`src/rtl/sif_modport.sv`:
```
// -----------------------------------------------------------------------------
// sif_modport : system-interface slave with a local register file and a
// one-stage write-forwarding pipeline.
//
// Host reads and writes arrive on the "xa" port. In-range writes update the
// local register file. Every host write, in range or not, is replayed one
// cycle later on the write-only "wa" port with identical address and data.
//
// Ports
//   clk         in   1    single clock, posedge
//   rst_n       in   1    asynchronous active-low reset
//   xa_addr     in   AW   host address
//   xa_data_wr  in   DW   host write data
//   xa_wr_s     in   1    host write strobe (one transfer per high cycle)
//   xa_rd_s     in   1    host read strobe (one transfer per high cycle)
//   xa_data_rd  out  DW   host read data, registered, holds between reads
//   wa_addr     out  AW   forwarded write address, registered, holds
//   wa_data_wr  out  DW   forwarded write data, registered, holds
//   wa_wr_s     out  1    forwarded write strobe, registered, one-cycle pulse
//
// Build option
//   SIF_RD_BYPASS_EN : when defined, a read colliding with a write to the
//                      same in-range register returns the new write data
//                      (write-first). Default build is read-first.
// -----------------------------------------------------------------------------
module sif_modport #(
    parameter int             DW        = 16,
    parameter int             AW        = 16,
    parameter int             NREGS     = 16,
    parameter logic [AW-1:0]  BASE_ADDR = {AW{1'b0}}
) (
    input  logic          clk,
    input  logic          rst_n,
    input  logic [AW-1:0] xa_addr,
    input  logic [DW-1:0] xa_data_wr,
    input  logic          xa_wr_s,
    input  logic          xa_rd_s,
    output logic [DW-1:0] xa_data_rd,
    output logic [AW-1:0] wa_addr,
    output logic [DW-1:0] wa_data_wr,
    output logic          wa_wr_s
);

    // Index width; a single-register file still needs a one-bit index.
    localparam int IW = (NREGS > 1) ? $clog2(NREGS) : 1;

    // Range bounds are evaluated one bit wider than the address so that
    // BASE_ADDR+NREGS running past 2^AW never wraps back into range.
    localparam logic [AW:0] LO_BOUND = {1'b0, BASE_ADDR};
    localparam logic [AW:0] HI_BOUND = {1'b0, BASE_ADDR} + (AW+1)'(NREGS);

    logic [DW-1:0] regs_r [NREGS];

    logic [AW:0]   addr_ext_s;
    logic [AW:0]   offset_s;
    logic          in_range_s;
    logic [IW-1:0] index_s;
    logic [DW-1:0] rd_value_s;

    // Address decode: range test and register index.
    always_comb begin
        addr_ext_s = {1'b0, xa_addr};
        offset_s   = addr_ext_s - LO_BOUND;
        in_range_s = (addr_ext_s >= LO_BOUND) && (addr_ext_s < HI_BOUND);
        index_s    = offset_s[IW-1:0];
    end

    // Read data selection, including the optional write-first bypass.
    always_comb begin
        rd_value_s = {DW{1'b0}};
        if (in_range_s) begin
`ifdef SIF_RD_BYPASS_EN
            if (xa_wr_s) begin
                rd_value_s = xa_data_wr;
            end else begin
                rd_value_s = regs_r[index_s];
            end
`else
            rd_value_s = regs_r[index_s];
`endif
        end else begin
            rd_value_s = {DW{1'b0}};
        end
    end

    // Register file: in-range host writes land here.
    always_ff @(posedge clk or negedge rst_n) begin
        if (!rst_n) begin
            for (int i = 0; i < NREGS; i++) begin
                regs_r[i] <= {DW{1'b0}};
            end
        end else if (xa_wr_s && in_range_s) begin
            regs_r[index_s] <= xa_data_wr;
        end
    end

    // Host read data register; holds its value between reads.
    always_ff @(posedge clk or negedge rst_n) begin
        if (!rst_n) begin
            xa_data_rd <= {DW{1'b0}};
        end else if (xa_rd_s) begin
            xa_data_rd <= rd_value_s;
        end
    end

    // Forwarding stage: every host write becomes one wa pulse a cycle later;
    // address and data hold after the pulse.
    always_ff @(posedge clk or negedge rst_n) begin
        if (!rst_n) begin
            wa_wr_s    <= 1'b0;
            wa_addr    <= {AW{1'b0}};
            wa_data_wr <= {DW{1'b0}};
        end else begin
            wa_wr_s <= xa_wr_s;
            if (xa_wr_s) begin
                wa_addr    <= xa_addr;
                wa_data_wr <= xa_data_wr;
            end
        end
    end

endmodule

```
`config.mk`:
```
export PLATFORM = sky130hd
export DESIGN_NAME = sif_modport
export DESIGN_NICKNAME = d
export VERILOG_FILES = /design/src/rtl/sif_modport.sv
export SDC_FILE = /design/constraint.sdc
export NUM_CORES = 1
export LEC_CHECK = 0
export ABC_AREA = 1
export ABC_CLOCK_PERIOD_IN_PS = 930
export CORE_UTILIZATION = 30
export CTS_CLUSTER_SIZE = 12
export DETAILED_ROUTE_END_ITERATION = 10
export HOLD_SLACK_MARGIN = 0.02
export MAX_ROUTING_LAYER = met4
export PLACE_DENSITY = 0.48
export SYNTH_ARGS = -nofsm -noshare
export SYNTH_HDL_FRONTEND = slang
export SYNTH_SLANG_ARGS = --single-unit
```
`constraint.sdc`:
```
create_clock -name clk -period 0.93 [get_ports clk]
set_input_delay 0.093 -clock clk [delete_from_list [all_inputs] [get_ports clk]]
set_output_delay 0.093 -clock clk [all_outputs]
set_load 0.01 [all_outputs]
```
==> impl_metrics.ini <==
[timing]
final-hold-violation-count = 0
rsz0062_at_grt = yes
tns_ns = -33.93
fin_skew_ns = 0.01458
period_share_pct = 136.0
slew_violations = 0
max_freq_mhz = 790.5
worst_slew_pin_slew_ns = 0.5148
finalSetupViolCount = 290
finalCriticalPeriod_ns = 1.265
fin_ws_ns = -0.3350
relSlewSlack_pct = 65.68

[worst_setup_path]
worstPathMaxFanout = 2
cp_slowest_cell = dfrtp_2
path_class = reg2out
arrival_ns = 1.17
required_ns = 0.84
critPathTopFamily = flip-flops
cp-end-kind = output pin
crit_path_cell_trace = buf_6
start_kind = register
critPathBufInv = 1
slowest_delay_ns = 0.46

[global_routing]
grt_usage_pct = 23.79
grt_max_degree = 54
grt_pass1_wl_mm = 82.54
grt.overflow.total = 0
grt_pass1_vias = 13070
antenna_found_initial = 0

[layout]
finalNonFillerCells = 2773
drive_above_1_share_pct = 41.04
area_growth_syn_to_layout_pct = 57.96
fill_cells = 4400
antennaDiodeCount = 0
fin_util_pct = 48.23
nets = 2176

[clock_network]
path_clk_slew_ns = 0.06
h-tree-depth = 2
cts.sinks = 305
cts_tree = done
root_buffer = clkbuf_16
clk_latency_ns = 0.56
numCtsBuffers = 36
cts.path.max_buffers = 3

[power]
power.density_nw_per_um2 = 1393
total_power_mw = 31.34
leakagePower_nw = 10.60
max-vdd-ir-drop_mv = 0.8990

[routing]
avgViaCountPerCell = 4.926
firstDrtPassIters = 8
drt_wl_total_mm = 58.39
ant_nets = 0
drtIter0Drc = 892
drc = 18
vias = 13660
wl_per_cell_um = 21.06

[synth]
synth_cells = 1800
synth.net_count = 1836
avgSynthCellArea_sq_um = 7.914
yosysWarnings = 0
synth.distinct_cells = 22
synth_seq_cells = 305
synth_area_sq_um = 14240
seq_area_frac_synth_pct = 53.58

[floorplan]
core-area_sq_um = 46650
fp.dieH_um = 219.9
dieArea_sq_um = 48360
rows = 79
die_w_um = 219.9
num_io_pins = 85
start_util_pct = 30.53

[outcome]
status = finished with violations
violations = DRC, setup timing

[hold_path]
hold_path_class = in2async

[place]
dp_hpwl_mm = 30.92
dp.cells = 2543
io_buffers = 84
place_congestion = 0.8705

[run]
max_cap_violations = 0
-- kinds of logic (layout without fill, tap and decap cells) --
logic type | Yosys count | in the layout | share of synthesized area [%]
AOI/OAI and AO/OA | 351 | 351 | 13.32
buffers and inverters | 237 | 591 | 8.221
DFF | 305 | 305 | 53.58
and+or+nand+nor | 907 | 919 | 24.88
-- sequential cells by signal, summed over array words and instances (netlist names) --
| register | count |
|---|---|
| wa_data_wr | 16 |
| xa_data_rd | 16 |
| regs_r | 256 |
| wa_addr | 16 |
| wa_wr_s | 1 |
-- synthesized netlist by cell type --
cell type	n	share of area [%]
clkbuf_1	54	1.4
nand4_1	1	0.044
buf_6	30	2.4
buf_12	1	0.14
buf_4	1	0.053
nor2_2	3	0.13
inv_2	2	0.053
nand2_1	659	17
nor2_1	217	5.7
buf_1	2	0.053
nand2_4	10	0.79
o21ai_0	162	5.7
o21ai_1	142	5.0
buf_2	29	1.0
nand3_4	1	0.12
o21ai_2	18	1.1
o21bai_1	29	1.5
inv_1	118	3.1
dfrtp_1	305	54
nor2_8	1	0.14
nand3_1	14	0.49
nor2_4	1	0.079
-- layout make-up --
class / instances / area (sq um) / area share, %
repair buffers: 407 / 4820 / 21.42
clock inverters: 8 / 122.6 / 0.5449
clock buffers: 56 / 1057 / 4.699
inverters: 120 / 460.4 / 2.046
flip-flops and latches: 305 / 7637 / 33.94
multi-input cells: 1270 / 7645 / 33.97
well taps: 607 / 759.5 / 3.375
-- final timing paths --
path,from,to,slack [ns],cells after the start
min in group clk,xa_addr[14],xa_data_rd[14]$_DFFE_PN0P_,0.08,7
worst min-delay path,rst_n,regs_r[5]$_DFFE_PN0P_,0.03,2
max in group asynchronous,rst_n,wa_data_wr[9]$_DFFE_PN0P_,0.33,3
worst min register to register,wa_addr[11]$_DFFE_PN0P_,wa_addr[11]$_DFFE_PN0P_,0.47,2
worst max register to register,regs_r[89]$_DFFE_PN0P_,xa_data_rd[9]$_DFFE_PN0P_,-0.25,8
worst max-delay path,xa_data_rd[3]$_DFFE_PN0P_,xa_data_rd[3],-0.34,1
-- placed cells by master (no fill, tap or decap), drive strengths merged --
master | netlist | routed
clkdlybuf4s50 | 0 | 17
buf | 63 | 358
clkinv | 0 | 3
dlygate4sd2 | 0 | 1
dfrtp | 305 | 305
bufinv | 0 | 3
o21bai | 29 | 29
nand4 | 1 | 1
o21ai | 322 | 322
nor2 | 222 | 222
nand2 | 669 | 681
clkbuf | 54 | 70
inv | 120 | 122
dlygate4sd3 | 0 | 17
nand3 | 15 | 15
-- metrics by stage --
| stage | instance area, sq um | hold WS (ns) | worst slack (ns) |
|---|---|---|---|
| final | 22500 | 0.03264 | -0.3350 |
| after global routing | 22500 | 0.04652 | -0.3479 |
| after CTS | 20250 | 0.02098 | -0.3434 |
| after detailed placement | 17100 | 0.009460 | -1.092 |
| after global placement | 17100 | 0.007546 | -1.059 |
| after floorplan | 14420 | -0.2026 | -0.2790 |
-- routing by layer --
metal  up-vias  share of wire (%)  GRT usage, %
met5         -                  0             -
met4         0                2.9         8.092
met3        94                5.3         3.092
met2       400                 47         37.16
met1      6788                 44         31.75
li1       6379                  -             -
-- report_power, final --
part           switching (mW)  internal, mW  total [mW]
registers              0.0782          13.4        13.5
clock network            5.82          8.66        14.5
logic                    2.08          1.30        3.38
-- repair_timing --
item / in CTS / in global routing
setup buffers: 55 / 49
resized for setup: 566 / 464
hold endpoints to repair: 320 / 1
cloned: 34 / 17
pin swaps: 73 / 82
hold buffers: 16 / 1
endpoints found under the setup margin: 321 / 321
Power figures use the tool's default switching activity.
